`src/rtl/spi_pkg.sv`:
```
// spi_pkg: controller state encoding and divider-width helper shared by the SPI controller files.
package spi_pkg;
    typedef enum logic [2:0] {IDLE, LEAD, HIGH, LOW, TRAIL, GAP} spi_ctrl_state_t;
    function automatic int cnt_w(input int n);
        return (n > 1) ? $clog2(n) : 1;
    endfunction
endpackage

```
`src/rtl/spi_clk_tick.sv`:
```
// spi_clk_tick: half-period divider; tick marks the last clk cycle of each sck half-period.
module spi_clk_tick import spi_pkg::*; #(
    parameter int CLK_DIV = 4
) (
    input  logic clk,
    input  logic reset,
    input  logic en,
    output logic tick
);
    localparam int CW = cnt_w(CLK_DIV);
    logic [CW-1:0] cnt_q, cnt_d;
    assign tick = en && (cnt_q == CW'(CLK_DIV - 1));
    always_comb cnt_d = (!en || tick) ? '0 : cnt_q + CW'(1);
    always_ff @(posedge clk or posedge reset)
        if (reset) cnt_q <= '0;
        else cnt_q <= cnt_d;
endmodule

```
`src/rtl/spi_controller.sv`:
```
// spi_controller: mode-0 SPI initiator, one full-duplex DATA_WIDTH word per start.
// Define SPI_CONTROLLER_LSB_FIRST_EN to shift LSB first in both directions.
module spi_controller import spi_pkg::*; #(
    parameter int DATA_WIDTH = 8,
    parameter int CLK_DIV    = 4
) (
    input  logic                  clk,
    input  logic                  reset,
    input  logic                  start,
    input  logic [DATA_WIDTH-1:0] tx_data,
    output logic [DATA_WIDTH-1:0] rx_data,
    output logic                  busy,
    output logic                  done,
    output logic                  cs,
    output logic                  sck,
    output logic                  mosi,
    input  logic                  miso
);
`ifdef SPI_CONTROLLER_LSB_FIRST_EN
    localparam bit LSB = 1'b1;
`else
    localparam bit LSB = 1'b0;
`endif
    localparam int BW = cnt_w(DATA_WIDTH);

    spi_ctrl_state_t state_q, state_d;
    logic [DATA_WIDTH-1:0] tx_sh_q, tx_sh_d, rx_sh_q, rx_sh_d, rx_data_q, rx_data_d;
    logic [BW-1:0] bit_cnt_q, bit_cnt_d;
    logic cs_q, cs_d, sck_q, sck_d, mosi_q, mosi_d, busy_q, busy_d, done_q, done_d;
    logic tick;

    spi_clk_tick #(.CLK_DIV(CLK_DIV)) u_tick (
        .clk  (clk),
        .reset(reset),
        .en   (state_q != IDLE),
        .tick (tick)
    );

    always_comb begin
        state_d   = state_q;
        tx_sh_d   = tx_sh_q;
        rx_sh_d   = rx_sh_q;
        rx_data_d = rx_data_q;
        bit_cnt_d = bit_cnt_q;
        cs_d      = cs_q;
        sck_d     = sck_q;
        mosi_d    = mosi_q;
        busy_d    = busy_q;
        done_d    = 1'b0;
        case (state_q)
            IDLE: if (start && !busy_q) begin
                tx_sh_d   = tx_data;
                mosi_d    = LSB ? tx_data[0] : tx_data[DATA_WIDTH-1];
                cs_d      = 1'b0;
                busy_d    = 1'b1;
                bit_cnt_d = '0;
                state_d   = LEAD;
            end
            LEAD, LOW: if (tick) begin
                sck_d   = 1'b1;
                rx_sh_d = LSB ? {miso, rx_sh_q[DATA_WIDTH-1:1]} : {rx_sh_q[DATA_WIDTH-2:0], miso};
                state_d = HIGH;
            end
            HIGH: if (tick) begin
                sck_d = 1'b0;
                if (bit_cnt_q == BW'(DATA_WIDTH - 1)) state_d = TRAIL;
                else begin
                    mosi_d    = LSB ? tx_sh_q[1] : tx_sh_q[DATA_WIDTH-2];
                    tx_sh_d   = LSB ? tx_sh_q >> 1 : tx_sh_q << 1;
                    bit_cnt_d = bit_cnt_q + BW'(1);
                    state_d   = LOW;
                end
            end
            TRAIL: if (tick) begin
                cs_d    = 1'b1;
                mosi_d  = 1'b0;
                state_d = GAP;
            end
            GAP: if (tick) begin
                busy_d    = 1'b0;
                done_d    = 1'b1;
                rx_data_d = rx_sh_q;
                state_d   = IDLE;
            end
            default: state_d = IDLE;
        endcase
    end

    always_ff @(posedge clk or posedge reset) begin
        if (reset) begin
            state_q   <= IDLE;
            tx_sh_q   <= '0;
            rx_sh_q   <= '0;
            rx_data_q <= '0;
            bit_cnt_q <= '0;
            cs_q      <= 1'b1;
            sck_q     <= 1'b0;
            mosi_q    <= 1'b0;
            busy_q    <= 1'b0;
            done_q    <= 1'b0;
        end else begin
            state_q   <= state_d;
            tx_sh_q   <= tx_sh_d;
            rx_sh_q   <= rx_sh_d;
            rx_data_q <= rx_data_d;
            bit_cnt_q <= bit_cnt_d;
            cs_q      <= cs_d;
            sck_q     <= sck_d;
            mosi_q    <= mosi_d;
            busy_q    <= busy_d;
            done_q    <= done_d;
        end
    end

    assign rx_data = rx_data_q;
    assign busy    = busy_q;
    assign done    = done_q;
    assign cs      = cs_q;
    assign sck     = sck_q;
    assign mosi    = mosi_q;
endmodule

```
`config.mk`:
```
export PLATFORM = sky130hd
export DESIGN_NAME = spi_controller
export DESIGN_NICKNAME = d
export VERILOG_FILES = /design/src/rtl/spi_pkg.sv /design/src/rtl/spi_clk_tick.sv /design/src/rtl/spi_controller.sv
export SDC_FILE = /design/constraint.sdc
export NUM_CORES = 1
export LEC_CHECK = 0
export BUFFER_PORTS_ARGS = -buffer_cell sky130_fd_sc_hd__clkbuf_2
export CORE_UTILIZATION = 45
export CTS_BUF_LIST = sky130_fd_sc_hd__clkbuf_4 sky130_fd_sc_hd__clkbuf_8
export CTS_CLUSTER_SIZE = 40
export DETAILED_ROUTE_END_ITERATION = 8
export PLACE_DENSITY = 0.66
export REMOVE_ABC_BUFFERS = 1
export SETUP_SLACK_MARGIN = 0.5
export SYNTH_ARGS = -nofsm -noshare
export SYNTH_HDL_FRONTEND = slang
export SYNTH_SLANG_ARGS = --single-unit
```
`constraint.sdc`:
```
create_clock -name clk -period 5.7 [get_ports clk]
set_input_delay 0.855 -clock clk [delete_from_list [all_inputs] [get_ports clk]]
set_output_delay 0.855 -clock clk [all_outputs]
set_load 0.01 [all_outputs]
```
---- Word level (Yosys, flattened, before mapping) ----
Cells that the tools add are included.
word-level totals
  register bits after elaboration ......... 36
  bits in latches ......................... 0
  memory bits (writable) .................. 0
  memory bits (read-only) ................. 0
  output and inout bits ................... 13
  memories kept ........................... 0
cells by class
  add/subtract/negate cells ............... 2
  multiply operators ...................... 0
  div/mod/pow operators ................... 0
  magnitude comparators ................... 0
  equality and inequality tests ........... 13
  shifts and indexed selects .............. 0
  mux-type cells .......................... 29
  bitwise logic cells ..................... 0
  reduce and logical (&&, ||, !) cells .... 21
operator list
  kind                 count
  $mux 3               9
  $mux 7               3
  $pmux 3 s5           1
  $pmux 7 s2           1
  $reduce_and 5->1     2
  $eq 3x3->1 const B   3
  $mux 1               9
  $reduce_and 3->1     3
  $ne 2x1->1 const B   4
  $reduce_bool 2->1    4
  $eq 3x2->1 const B   2
  $pmux 1 s2           3
  $pmux 3 s2           1
  $reduce_bool 3->1    2
  $ne 2x2->1 const B   2
  $reduce_and 2->1     2
  $reduce_and 4->1     1
  $add 3x1->3 const B  1
  $eq 3x1->1 const B   1
  $logic_not 3->1      1
  $pmux 1 s3           1
  $add 2x1->2 const B  1
  $eq 2x2->1 const B   1
  $logic_and 1x1->1    2
  4 further kinds      5

---- Depth between registers and ports, before layout ----
  word-level depth ........................ 4
  gate-level depth with buffers ........... 7
  gate-level depth less buffers ........... 6

---- By module ----
From an unflattened synthesis, not the netlist that was laid out.
unflattened totals
  cells, all modules ...................... 129
  area, all modules ....................... 1,675.4 µm²
modules (own cells, without submodules)
  module          instances  cells an instance  area each (µm²)  seq. area each (µm²)
  spi_controller  1          122                1,580.3          852.1
  spi_clk_tick    1          7                  95.1             50.0

---- Least setup slack after synthesis ----
OpenSTA, ideal clock, no wires.
  path type ............................... input-to-reg
  start ................................... input start
  end ..................................... register mosi_q, in the netlist mosi
  library setup time ...................... 125 ps
  arrival ................................. 1,910 ps
  data required time ...................... 5,575 ps
  slack ................................... 3,665 ps
  cell stages on the path ................. 4
  path through ............................ nor2b_1 > nor4_2 > or4_4 > mux2_4
between the ends
  word-level cells in the longest chain between the ends .. 3
ends and longest elaborated chain
  element                     RTL line               text
  from (decl)                 spi_controller.sv:9    input logic start,
  $logic_and 1x1->1           spi_controller.sv:51   IDLE: if (start && !busy_q) begin
  $ne 2x2->1 (no line)        -
  $reduce_and 5->1 (no line)  -
  to (signal assigned)        spi_controller.sv:109  mosi_q <= mosi_d;
  to (decl)                   spi_controller.sv:29   logic cs_q, cs_d, sck_q, sck_d, mosi_q, mosi_d, busy_q, busy_d, done_q, done_d;
Every way passes these cells.
A chain may end at the register's enable or synchronous reset.

---- Worst setup path in the final report ----
  start ................................... register state_q[1]
  end ..................................... register mosi_q, in the netlist mosi
between the ends
  word-level cells in the longest chain between the ends .. 4
  elaborated cells between the ends (all ways) .. 12
  those cells by class .................... eq/ne (6); mux (1); reduce/logical (5)
ends and longest elaborated chain
  element                     RTL line               text
  from (decl)                 spi_controller.sv:26   spi_ctrl_state_t state_q, state_d;
  from (signal assigned)      spi_controller.sv:102  state_q <= state_d;
  $reduce_bool 3->1           spi_controller.sv:35   .en (state_q != IDLE),
  $logic_and 1x1->1           spi_clk_tick.sv:12     assign tick = en && (cnt_q == CW'(CLK_DIV - 1));
  $ne 2x1->1 (no line)        -
  $reduce_and 5->1 (no line)  -
Parallel ways exist; a longest one is shown, timed or not.

==> flow_summary_export.csv <==
group,metric,value,unit
timing,post-route-period-util,36.6,%
timing,max-slew-margin-rel,45.2,%
outcome,outcome,"finished clean",
setup_path,crit_type,"flop to flop",
timing,worst_hold_slack,0.452,ns
yosys,ys_async_sr_fraction,100,%
power,netSwitchingFraction,31.7,%
global_route,grt_usage,15.9,%
detailed_routing,ant_nets,0,
yosys,ys_top_cells_by_area,"dfrtp_1 54%, mux2_2 11%, nand2_1 5.4%, o21ai_0 4.0%, mux2i_1 3.7%",
detailed_routing,route.detailed.drc,0,
clocking,root_buffer,"clkbuf_4",
clocking,ctsResizeCount,0,
power,p_per_area,421,nW/um^2
clocking,clkTransAtPathRegs,0.11,ns
hold_path,hold_class,"flop to flop",
yosys,synth_area_leader_cell,"dfrtp_1",
layout,area_growth,13.8,%
floorplanning,die_w,61.8,um
power,comb_power_share,26.0,%
yosys,yosysWarnings,0,
clocking,cts_hold_buf,0,
timing,tightest_slew,0.822,ns
timing,finalSetupViolations,0,
global_route,grt_max_degree,37,
layout,fin_cells,213,
floorplanning,die_h,61.8,um
power,ir_worst_vdd,0.000173,V
clocking,ctsLongestPathBuffers,2,
timing,rsz0062_at_grt,"false",
detailed_routing,vias,1068,
detailed_routing,routedWlPerCell,11.7,um
detailed_routing,viasPerCell,5.01,
setup_path,cp_max_fo,24,
layout,num_antenna_cells,0,
power,power_frac_clock,23.4,%
timing,finalCriticalPeriod,2.09,ns
clocking,cts_tree,"built",
placed_design,portBuffers,24,
floorplanning,io_pins,25,
detailed_routing,wl,2500,um
yosys,syn_inst,141,
yosys,synth_top_cell_area_share,54.4,%
setup_path,worstSetupStartpointType,"flop",
floorplanning,core,3390,um^2
yosys,avgSynthCellArea,11.4,um^2
yosys,synthTopCellsByCount,"35 x dfrtp_1, 23 x nand2_1, 16 x mux2_2, 13 x o21ai_0, 6 x mux2i_1",
timing,fmax,479,MHz
detailed_routing,first_pass_iters,6,
placed_design,dp.cells,205,
yosys,ys_ff_latch,36,
global_route,first_global_vias,1012,
placed_design,routabilityCongestion,0.729,
timing,hold_violations,0,
floorplanning,num_rows,21,
setup_path,setup.worst_path.end_class,"flop",
power,leakagePower,0.954,nW
layout,drive_gt1_share,33.5,%
clocking,clk_latency,0.34,ns
yosys,synth.most_common_cell,"dfrtp_1",
setup_path,cp.required,5.93,ns
global_route,antenna_found_initial,0,
floorplanning,die-area,3820,um^2
yosys,ys_seq_area_share,56.0,%
timing,tns,0,ns
timing,slew_viol_final,0,
power,p_int,527,uW
placed_design,place_ws,3.46,ns
flow_run,drv_cap,0,
placed_design,dp_hpwl,1710,um
global_route,grt_pass1_wl,4320,um
floorplanning,start_util,47.5,%
yosys,synthFlopType,"dfrtp_1",
clocking,ctsHtreeMaxLevel,2,
power,p_seq_share,50.5,%
yosys,yosysUniqueCellTypes,28,
timing,worst_clock_skew,0.0147,ns
global_route,grt_overflow_total,0,
setup_path,worstPathArrival,2.32,ns
detailed_routing,drt-initial-drc-count,55,
yosys,synth_edf_count,0,
layout,fin_nets,181,
clocking,cts_made_buffers,5,
yosys,syn-cell-area,1610,um^2
power,p_switching,244,uW
clocking,clock-sinks,36,
timing,setup_ws,3.61,ns
clocking,cts_setup_buffers,0,
==> per-layer routing <==
layer	up-vias	routed length (um)	share of wire (%)	track usage, %
met4	0	54	2.2	8.57
met5	-	0	0	0
li1	530	-	-	-
met3	7	90	3.6	4.35
met2	19	1230	49	26.3
met1	512	1120	45	18.9
==> registers in the layout, summed over array words and instances (netlist names) <==
name	count
cs	1
state_q	3
done	1
bit_cnt_q	3
tx_sh_q	7
sck	1
busy	1
rx_sh_q	8
u_tick.cnt_q	2
mosi	1
rx_data	8
==> worst paths after layout <==
path,from,to,slack (ns),depth (start not counted)
max,state_q[1],mosi,3.61,4
min,u_tick.cnt_q[0],u_tick.cnt_q[0],0.45,1
max in group asynchronous,reset,cs,4.79,3
max reg2reg,state_q[1],mosi,3.61,4
min reg2reg,u_tick.cnt_q[0],u_tick.cnt_q[0],0.45,1
min in group asynchronous,reset,rx_data[2],0.57,3
==> critical path, cell delays in order (launching register included) <==
cell and delay (ns):
dfrtp_1 0.90, or2b_1 0.21, nor2_1 0.06, or4_4 0.51, mux2_4 0.31
==> cell usage in the layout, fill, tap and decap left out <==
cell type  count
nor3b_1        2
or2b_1         1
ha_1           3
inv_1          3
o31ai_1        1
a31oi_1        1
buf_4          2
clkbuf_4       6
dfstp_2        1
nor2_1         5
clkbuf_2      24
nor2b_1        3
and3b_1        1
o22a_1         1
clkinv_2       1
or2_2          1
nand3_2        1
nand2b_1       3
nor4_2         1
o22ai_1        2
o21ai_0       13
mux2_2        16
nand2_1       23
or4_4          1
mux2_4         1
nor3_1         3
bufinv_16      1
dfrtp_1       35
mux2i_1        6
a21oi_1        5
==> through the flow <==
stage                     cell area [um^2]  util, %  power, mW
after global routing                  1830     54.1      0.834
final                                 1830     54.1      0.771
after CTS                             1830     54.1      0.780
after detailed placement              1750     51.7      0.599
after floorplan                       1560        -      0.540
after global placement                1750     51.7      0.585
==> power by group through the flow <==
stage | clock network, mW | logic, mW | registers, mW
floorplan | 0 | 0.159 | 0.381
global placement | 0 | 0.193 | 0.392
detailed placement | 0 | 0.202 | 0.397
CTS | 0.185 | 0.204 | 0.391
global route | 0.197 | 0.233 | 0.404
finish | 0.181 | 0.201 | 0.390
==> layout make-up <==
class                   count  area, um^2
fillers                   311        1560
inverters                   3        11.3
well taps                  46        57.6
multi-input cells          94         647
flip-flops and latches     36         902
clock buffers               6        45.0
clock inverters             2        35.0
repair buffers             26         135
==> kinds of logic after synthesis <==
logic type | synth area share (%)
flip-flops | 56.0
AND/OR/NAND/NOR | 14.2
buffers and inverters | 3.81
AO/OA/AOI/OAI | 7.77
adder cells (fa/ha/maj) | 2.33
multiplexers | 15.9
Power figures use the tool's default switching activity.
